<file path="config.mk">
export PLATFORM = sky130hd
export DESIGN_NAME = mcycle_mul
export DESIGN_NICKNAME = d
export VERILOG_FILES = /design/src/rtl/mcycle_mul.sv
export SDC_FILE = /design/constraint.sdc
export NUM_CORES = 1
export LEC_CHECK = 0
export CAP_MARGIN = 20
export CORE_MARGIN = 4
export CORE_UTILIZATION = 60
export CTS_CLUSTER_DIAMETER = 200
export CTS_CLUSTER_SIZE = 8
export DETAILED_ROUTE_END_ITERATION = 7
export DONT_BUFFER_PORTS = 1
export PLACE_DENSITY_LB_ADDON = 0.08
export SLEW_MARGIN = 20
export SYNTH_ARGS = -nofsm -noshare
export SYNTH_HDL_FRONTEND = slang
export SYNTH_SLANG_ARGS = --single-unit
</file>
<file path="constraint.sdc">
create_clock -name CLK -period 3.72 [get_ports CLK]
set_input_delay 0.372 -clock CLK [delete_from_list [all_inputs] [get_ports CLK]]
set_output_delay 0.372 -clock CLK [all_outputs]
set_load 0.02 [all_outputs]
</file>
<file path="src/rtl/mcycle_mul.sv">
// Iterative shift-add 32x32 -> 64-bit multiplier, signed or unsigned per request.
// One add/shift step per clock; Busy stalls the pipeline until the product is written.
module mcycle_mul #(
    parameter int unsigned WIDTH = 32
) (
    input  logic             CLK,
    input  logic             RESET,
    input  logic             Start,
    input  logic             MCycleOp,
    input  logic [WIDTH-1:0] Operand1,
    input  logic [WIDTH-1:0] Operand2,
    output logic [WIDTH-1:0] Result1,
    output logic [WIDTH-1:0] Result2,
    output logic             Busy,
    output logic             Done
);

    localparam int unsigned CNT_W = (WIDTH > 1) ? $clog2(WIDTH) : 1;

    typedef enum logic [1:0] {
        IDLE    = 2'd0,
        COMPUTE = 2'd1,
        SIGN    = 2'd2
    } state_t;

    state_t             state;
    state_t             state_next;
    logic [CNT_W-1:0]   cnt;
    logic [WIDTH-1:0]   mcand;
    logic [WIDTH-1:0]   hi;
    logic [WIDTH-1:0]   lo;
    logic               neg;

    logic [WIDTH-1:0]   op1_abs;
    logic [WIDTH-1:0]   op2_abs;
    logic [WIDTH:0]     sum;
    logic [2*WIDTH-1:0] product;
    logic               last_iter;

    // Magnitudes: the most negative value maps onto itself, which is the correct unsigned magnitude.
    always_comb begin
        op1_abs   = (MCycleOp && Operand1[WIDTH-1]) ? -Operand1 : Operand1;
        op2_abs   = (MCycleOp && Operand2[WIDTH-1]) ? -Operand2 : Operand2;
        sum       = {1'b0, hi} + (lo[0] ? {1'b0, mcand} : {(WIDTH+1){1'b0}});
        product   = {hi, lo};
        last_iter = (cnt == CNT_W'(WIDTH - 1));
    end

    always_ff @(posedge CLK) begin
        if (RESET) begin
            state <= IDLE;
        end else begin
            state <= state_next;
        end
    end

    always_comb begin
        state_next = state;
        Busy       = 1'b0;
        case (state)
            IDLE: begin
                Busy = Start;
                if (Start) begin
                    state_next = COMPUTE;
                end
            end
            COMPUTE: begin
                Busy = 1'b1;
                if (last_iter) begin
                    state_next = SIGN;
                end
            end
            SIGN: begin
                Busy       = 1'b1;
                state_next = IDLE;
            end
            default: begin
                state_next = IDLE;
            end
        endcase
    end

    // Datapath: the add carry-out lands in hi's MSB through the right shift.
    always_ff @(posedge CLK) begin
        if (RESET) begin
            cnt     <= '0;
            mcand   <= '0;
            hi      <= '0;
            lo      <= '0;
            neg     <= 1'b0;
            Result1 <= '0;
            Result2 <= '0;
            Done    <= 1'b0;
        end else begin
            Done <= 1'b0;
            case (state)
                IDLE: begin
                    if (Start) begin
                        mcand <= op1_abs;
                        hi    <= '0;
                        lo    <= op2_abs;
                        neg   <= MCycleOp & (Operand1[WIDTH-1] ^ Operand2[WIDTH-1]);
                        cnt   <= '0;
                    end
                end
                COMPUTE: begin
                    hi  <= sum[WIDTH:1];
                    lo  <= {sum[0], lo[WIDTH-1:1]};
                    cnt <= cnt + CNT_W'(1);
                end
                SIGN: begin
                    {Result2, Result1} <= neg ? -product : product;
                    Done               <= 1'b1;
                end
                default: begin
                end
            endcase
        end
    end

endmodule
</file>
### Word-level counts from Yosys, hierarchy flattened

Index checks and enable logic that the tools add are counted.

* bits in registers: 169
* bits of input ports: 68
* output and inout bits: 66
* word-level logic and storage cells: 44

* add/subtract/negate cells: 5
* equality and inequality tests: 5
* muxes and demuxes: 15
* bitwise logic cells: 2
* reductions and logical operators: 8

Operators by type and width (count)
* $mux 32: 5
* $pmux 32 s2: 2
* $mux 64: 1
* $neg 32->32: 2
* $neg 64->64: 1
* $add 32x32->33: 1
* $pmux 5 s2: 1
* $reduce_and 2->1: 3
* $add 5x1->5 const B: 1
* $eq 5x5->1 const B: 1
* $mux 5: 1
* $mux 2: 2
* $ne 2x2->1 const B: 2
* $pmux 2 s2: 1
* $eq 2x1->1 const B: 1
* $eq 2x2->1 const B: 1
* $logic_and 1x1->1: 2
* $logic_not 2->1: 1
* $pmux 1 s2: 1
* $reduce_bool 2->1: 1
* $reduce_or 2->1: 1
* $and 1x1->1: 1
* $mux 1: 1
* $xor 1x1->1: 1

### Depth between registers and ports, before layout

Gate-level depths: netlist (run 1).

* depth in word-level cells: 4
* gate-level depth with buffers: 13
* depth with buffers taken out: 12

### Worst setup path before layout (run 1)

OpenSTA, ideal clock, no wires.

* kind: register -> register
* start point: register lo[0]
* end point: register hi[23]
* library setup time: 0.074 ns
* arrival time: 2.829 ns
* required time: 3.646 ns
* setup slack: 0.817 ns
* stages on the path, launching flop included: 14
* path buffers: 3
* period minus slack after synthesis: 2.903 ns
* cell sequence: dfxtp_1 > clkbuf_1 > clkbuf_1 > and2_1 > ha_1 > clkbuf_1 > a21o_1 > a21oi_1 > nor2_1 > or4b_2 > a2bb2oi_1 > o31ai_1 > xnor2_1 > o21ai_0

* cells in the longest elaborated chain, start to end: 3

Ends and longest elaborated chain
* start: declaration: line 31 `logic [WIDTH-1:0] lo;`
* start signal: assignment: line 101 `lo <= op2_abs;`
* start signal: assignment: line 108 `lo <= {sum[0], lo[WIDTH-1:1]};`
* $mux 32: line 44 `sum = {1'b0, hi} + (lo[0] ? {1'b0, mcand} : {(WIDTH+1){1'b0}});`
* $add 32x32->33: line 44
* $pmux 32 s2: line 96 `case (state)`
* end signal: assignment: line 107 `hi <= sum[WIDTH:1];`
* end: declaration: line 30 `logic [WIDTH-1:0] hi;`

Every way passes these cells.
A chain may end at the register's enable or synchronous reset.

### Worst setup path after layout (run 1)

* start point: register lo[0]
* end point: register hi[27]

The elaborated chain is that of the path after synthesis.

==> results of run 1 <==
==> sequential cells by signal, indices dropped and copies added, names as in the netlist <==
name	cells
Result1	32
Result2	32
hi	32
lo	32
mcand	32
cnt	5
state	2
Done	1
neg	1
==> cell families after synthesis <==
family | Yosys count | synth area share (%)
buf+inv | 110 | 3.93
fa+ha+maj | 42 | 4.96
simple gates | 516 | 23.0
mux | 16 | 1.49
flops | 169 | 31.5
compound gates | 396 | 23.7
xor+xnor | 141 | 11.5
==> cells in the final DEF (no fill, tap or decap), types with 6 or more instances in the layout <==
master,instances
a211oi_1,72
a21o_1,17
a21oi_1,84
a22oi_1,11
a31oi_1,10
and2_1,35
and3_1,7
buf_4,13
clkbuf_16,17
dfxtp_1,167
ha_1,40
inv_1,23
mux2i_1,16
nand2_1,174
nand2b_1,12
nand3_1,27
nand4_1,15
nor2_1,148
nor3_1,24
nor4_1,17
o211ai_1,12
o21ai_0,109
o21bai_1,6
o31ai_1,29
o41ai_1,13
or3_1,14
or4_1,14
xnor2_1,49
xor2_1,92
==> through the flow <==
stage | cells | hold slack (ns)
floorplan | 1390 | 0.427
global placement | 1541 | 0.446
detailed placement | 1541 | 0.459
CTS | 1573 | 0.00839
global route | 1573 | 0.00266
finish | 1573 | 0.0164
==> worst paths after layout <==
kind                                            start                  endpoint  slack (ns)  depth (start not counted)
worst min register to register  mcand[0]$_SDFFE_PP0P_     mcand[0]$_SDFFE_PP0P_        0.47                          2
worst max-delay path               lo[0]$_SDFFE_PP0P_       hi[27]$_SDFFE_PP0P_        0.48                         12
worst min-delay path                            RESET  Result2[15]$_SDFFE_PP0P_        0.02                          1
worst max register to register     lo[0]$_SDFFE_PP0P_       hi[27]$_SDFFE_PP0P_        0.48                         12
==> layer usage <==
layer / global-route usage, % / part of all wire, % / vias up
li1: - / - / 4870
met1: 45.7 / 49 / 4485
met2: 39.1 / 40 / 397
met3: 7.72 / 11 / 27
met4: 6.62 / 1.1 / 0
met5: 0 / 0 / -
==> power by group <==
| part | internal (W) | switching [W] |
|---|---|---|
| Combinational | 0.000259 | 0.000419 |
| Clock | 0.00112 | 0.000759 |
| Sequential | 0.00189 | 0.000115 |
==> worst max-delay path: stages, from the launching register on <==
cell and delay [ns]:
dfxtp_2 0.53, and2_1 0.18, ha_1 0.18, inv_1 0.06, fa_1 0.39, nor2b_1 0.18
o31a_1 0.21, a21o_1 0.18, a21oi_1 0.15, a2bb2oi_1 0.20, o31ai_1 0.53, mux2i_1 0.25
nand2_1 0.07
==> final cells by class <==
cell class / count / share of cell area, %
Clock inverter: 12 / 1.41
Timing Repair Buffer: 13 / 0.853
Sequential cell: 169 / 29.6
Clock buffer: 20 / 4.08
Tap cell: 225 / 2.46
Multi-Input combinational cell: 1111 / 60.8
Inverter: 23 / 0.755
==> reports/metrics.cfg, run 1 <==
[global_route]
grt_max_degree = 135
grt_pass1_vias = 8774
grt-ovfl-total = 0
grt_pass1_wl_um = 47200
antenna_found_initial = 0
grt_util_all_layers_pct = 29.1

[run_status]
outcome = finished, final reports clean

[timing]
relSlewSlack_pct = 33.4
fin_crit_ns = 3.24
rsz0062_at_grt = no
fin_tns_setup_ns = 0
setup_viol = 0
skew_ns = 0.0121
setup_ws_ns = 0.481
final-hold-violation-count = 0
finalMaxSlewViolations = 0
fmax_mhz = 309
finalCritPeriodShare_pct = 87.1
worst_pin_slew_ns = 1.00

[die]
core_region_area_mm2 = 0.0174
rows = 48
initial_core_util_pct = 61.7
die-area_mm2 = 0.0201
io_pins = 134
die_h_um = 142
dieWidth_um = 142

[critical_path]
start_kind = flip-flop
required_ns = 4.03
crit_type = flip-flop to flip-flop
crit_path_end_kind = flip-flop
cp.arrival_ns = 3.55
critPathMaxFanout = 24

[clock_tree]
cts_max_level = 4
cts_max_path_buffers = 2
clk-insertion-delay-late_ns = 0.43
cts-root-buf = clkbuf_16
cts_hold_buffers = 0
cts_setup_buffers = 0
cts_buffers = 17
clk_pin_slew_ns = 0.07
cts_tree = done
cts_num_sinks = 169
cts_resized = 0

[power]
peakVddDrop_mv = 0.366
total_power_w = 0.00456
p_per_area_mw_per_mm2 = 399
p_leak_nw = 4.21

[routing]
drt-initial-drc-count = 878
drc = 0
routedWlPerCell_um = 18.6
num_vias = 9779
ant_nets = 0
dr.pass1.iters = 5
routed_wl_um = 29300
vias_per_cell = 6.22

[synth]
synthTopCellsByArea = dfxtp_1 31%, xor2_1 7.5%, nand2_1 6.1%
synthesis.area_mm2 = 0.0108
synth_top_cell_area_share_pct = 31.5
synth_common_cells = 174 x nand2_1, 169 x dfxtp_1, 148 x nor2_1
synth_seq_cells = 169
ys_types = 64
synthFlopType = dfxtp_1
synth_seq_area_share_pct = 31.5
synthCells = 1390
yosysWarnings = 0
synth_enable_flop_cells = 0
async_reset_ff_share_pct = 0
synth_nets = 1500
yosysMostFrequentCell = nand2_1
synth_area_leader_cell = dfxtp_1
avgSynthCellArea_um2 = 7.73

[min_path]
holdCritPathClass = input port to flip-flop

[final_layout]
final_cell_area_mm2 = 0.0114
fin_util_pct = 65.7
layout.nets = 1445
area_growth_pct = 6.37
regArea_mm2 = 0.00339
drive_above_1_share_pct = 5.04
fillers = 1585
diodes = 0
multi_input_area_mm2 = 0.00696

[place]
place_area_mm2 = 0.0108
post-dp-hpwl_um = 22100
portBuffers = 0
gp_congestion = 0.914
dpl_worst_slack_ns = 0.306

[flow_run]
maxCapViolCount = 0

Note: power is estimated with default switching activity, not from simulation.
==> inputs of run 2 (changes only) <==
Settings changed: CORE_UTILIZATION 60 to 59.
Clock period 3.72 ns to 2.9 ns, I/O delays scaled along.
==> reports/metrics.cfg, run 2 (same netlist as run 1, synthesis figures left out) <==
[die]
io_pins = 134
dieWidth_um = 143
die-area_mm2 = 0.0204
die_h_um = 143
core_region_area_mm2 = 0.0180
rows = 49
initial_core_util_pct = 59.9

[clock_tree]
clk-insertion-delay-late_ns = 0.43
cts_max_level = 4
cts_max_path_buffers = 2
cts-root-buf = clkbuf_16
cts_buffers = 17
clk_pin_slew_ns = 0.07
cts_num_sinks = 169
cts_tree = done

[critical_path]
r2r.worst_path.cells = 11
crit_path_end_kind = flip-flop
required_ns = 3.24
cp.arrival_ns = 3.10
start_kind = flip-flop
crit_type = flip-flop to flip-flop
critPathMaxFanout = 15

[routing]
drc = 0
vias_per_cell = 6.16
num_vias = 10000
dr.pass1.iters = 5
drt-initial-drc-count = 1149
routedWlPerCell_um = 18.5
ant_nets = 0
routed_wl_um = 30200

[timing]
relSlewSlack_pct = 40.5
finalMaxSlewViolations = 0
setup_ws_ns = 0.145
setup_viol = 0
finalCritPeriodShare_pct = 95.0
fmax_mhz = 363
fin_crit_ns = 2.75
final-hold-violation-count = 0
skew_ns = 0.0102
worst_pin_slew_ns = 0.889
rsz0062_at_grt = yes

[min_path]
holdCritPathClass = input port to flip-flop
hold_depth = 2

[power]
peakVddDrop_mv = 0.426
total_power_w = 0.00584
p_leak_nw = 4.50
p_per_area_mw_per_mm2 = 491

[final_layout]
final_cell_mix = 174 x nand2_1, 168 x dfxtp_1, 148 x nor2_1, 107 x o21ai_0, 92 x xor2_1
fillers = 1580
diodes = 0
regArea_mm2 = 0.00338
layout.nets = 1499
drive_above_1_share_pct = 9.20
final_common_cell = nand2_1
multi_input_area_mm2 = 0.00703
area_growth_pct = 10.8

[global_route]
grt_max_degree = 127
grt-ovfl-total = 0
grt_pass1_wl_um = 47600
antenna_found_initial = 0
grt_util_all_layers_pct = 28.9
grt_pass1_vias = 8966

[place]
post-dp-hpwl_um = 22500
portBuffers = 0
dpl_worst_slack_ns = 0.0110
gp_congestion = 0.949

[run_status]
outcome = finished, final reports clean

[flow_run]
maxCapViolCount = 0

==> run 2: where the power goes <==
part,internal [W],switching [W],leakage [nW]
Clock,0.00130,0.000986,0.274
Sequential,0.00242,0.000110,1.37
Combinational,0.000392,0.000633,2.85
Total,0.00411,0.00173,4.50
==> run 2: routing by layer <==
layer,vias up,part of all wire [%],wire length [µm],track usage (%)
li1,4980,-,-,-
met1,4607,48,14600,45.8
met2,426,40,12200,39.5
met3,33,9.8,2940,6.26
met4,0,1.5,438,6.95
met5,-,0,0,0
==> run 2: worst max-delay path: stages (launching register included) <==
cell,delay [ns]
dfxtp_1,0.39
buf_4,0.19
and2_1,0.13
ha_1,0.24
buf_4,0.16
a21oi_1,0.16
nor2_1,0.06
or4b_2,0.63
a2bb2oi_2,0.28
o31ai_4,0.11
xnor2_1,0.14
o21ai_0,0.18
==> run 2: cell type report <==
cell class                 count  share of cell area (%)
tap                          229                    2.41
timing repair buffer          67                    4.43
clock buffer                  20                    3.75
sequential                   169                    28.4
multi-input combinational   1111                    59.1
clock inverter                12                    1.20
inverter                      23                   0.725
==> run 2: final timing paths <==
path | start | to | slack (ns)
hold / removal | Operand1[1] | mcand[1]$_SDFFE_PP0P_ | 0.02
setup / recovery | lo[0]$_SDFFE_PP0P_ | hi[23]$_SDFFE_PP0P_ | 0.15
setup reg to reg | lo[0]$_SDFFE_PP0P_ | hi[23]$_SDFFE_PP0P_ | 0.15
hold reg to reg | mcand[31]$_SDFFE_PP0P_ | mcand[31]$_SDFFE_PP0P_ | 0.45
==> run 2: repair_timing <==
action	in CTS	in global routing
resized for setup	1	14
hold buffers	3	0
hold endpoints to repair	126	0
buffers inserted	0	2
setup endpoints to repair	2	26
pin swaps	0	2
==> run 2: through the flow <==
stage / setup TNS, ns / area (µm²) / utilization [%] / hold slack [ns] / cells
after floorplan: 0 / 10800 / - / 0.426 / 1390
after CTS: 0 / 11800 / 65.8 / 0.00618 / 1629
after global placement: 0 / 11200 / 62.2 / 0.374 / 1594
final: 0 / 11900 / 66.3 / 0.0201 / 1631
after detailed placement: 0 / 11200 / 62.2 / 0.375 / 1594
after global routing: -0.0471 / 11900 / 66.3 / 0.0183 / 1631
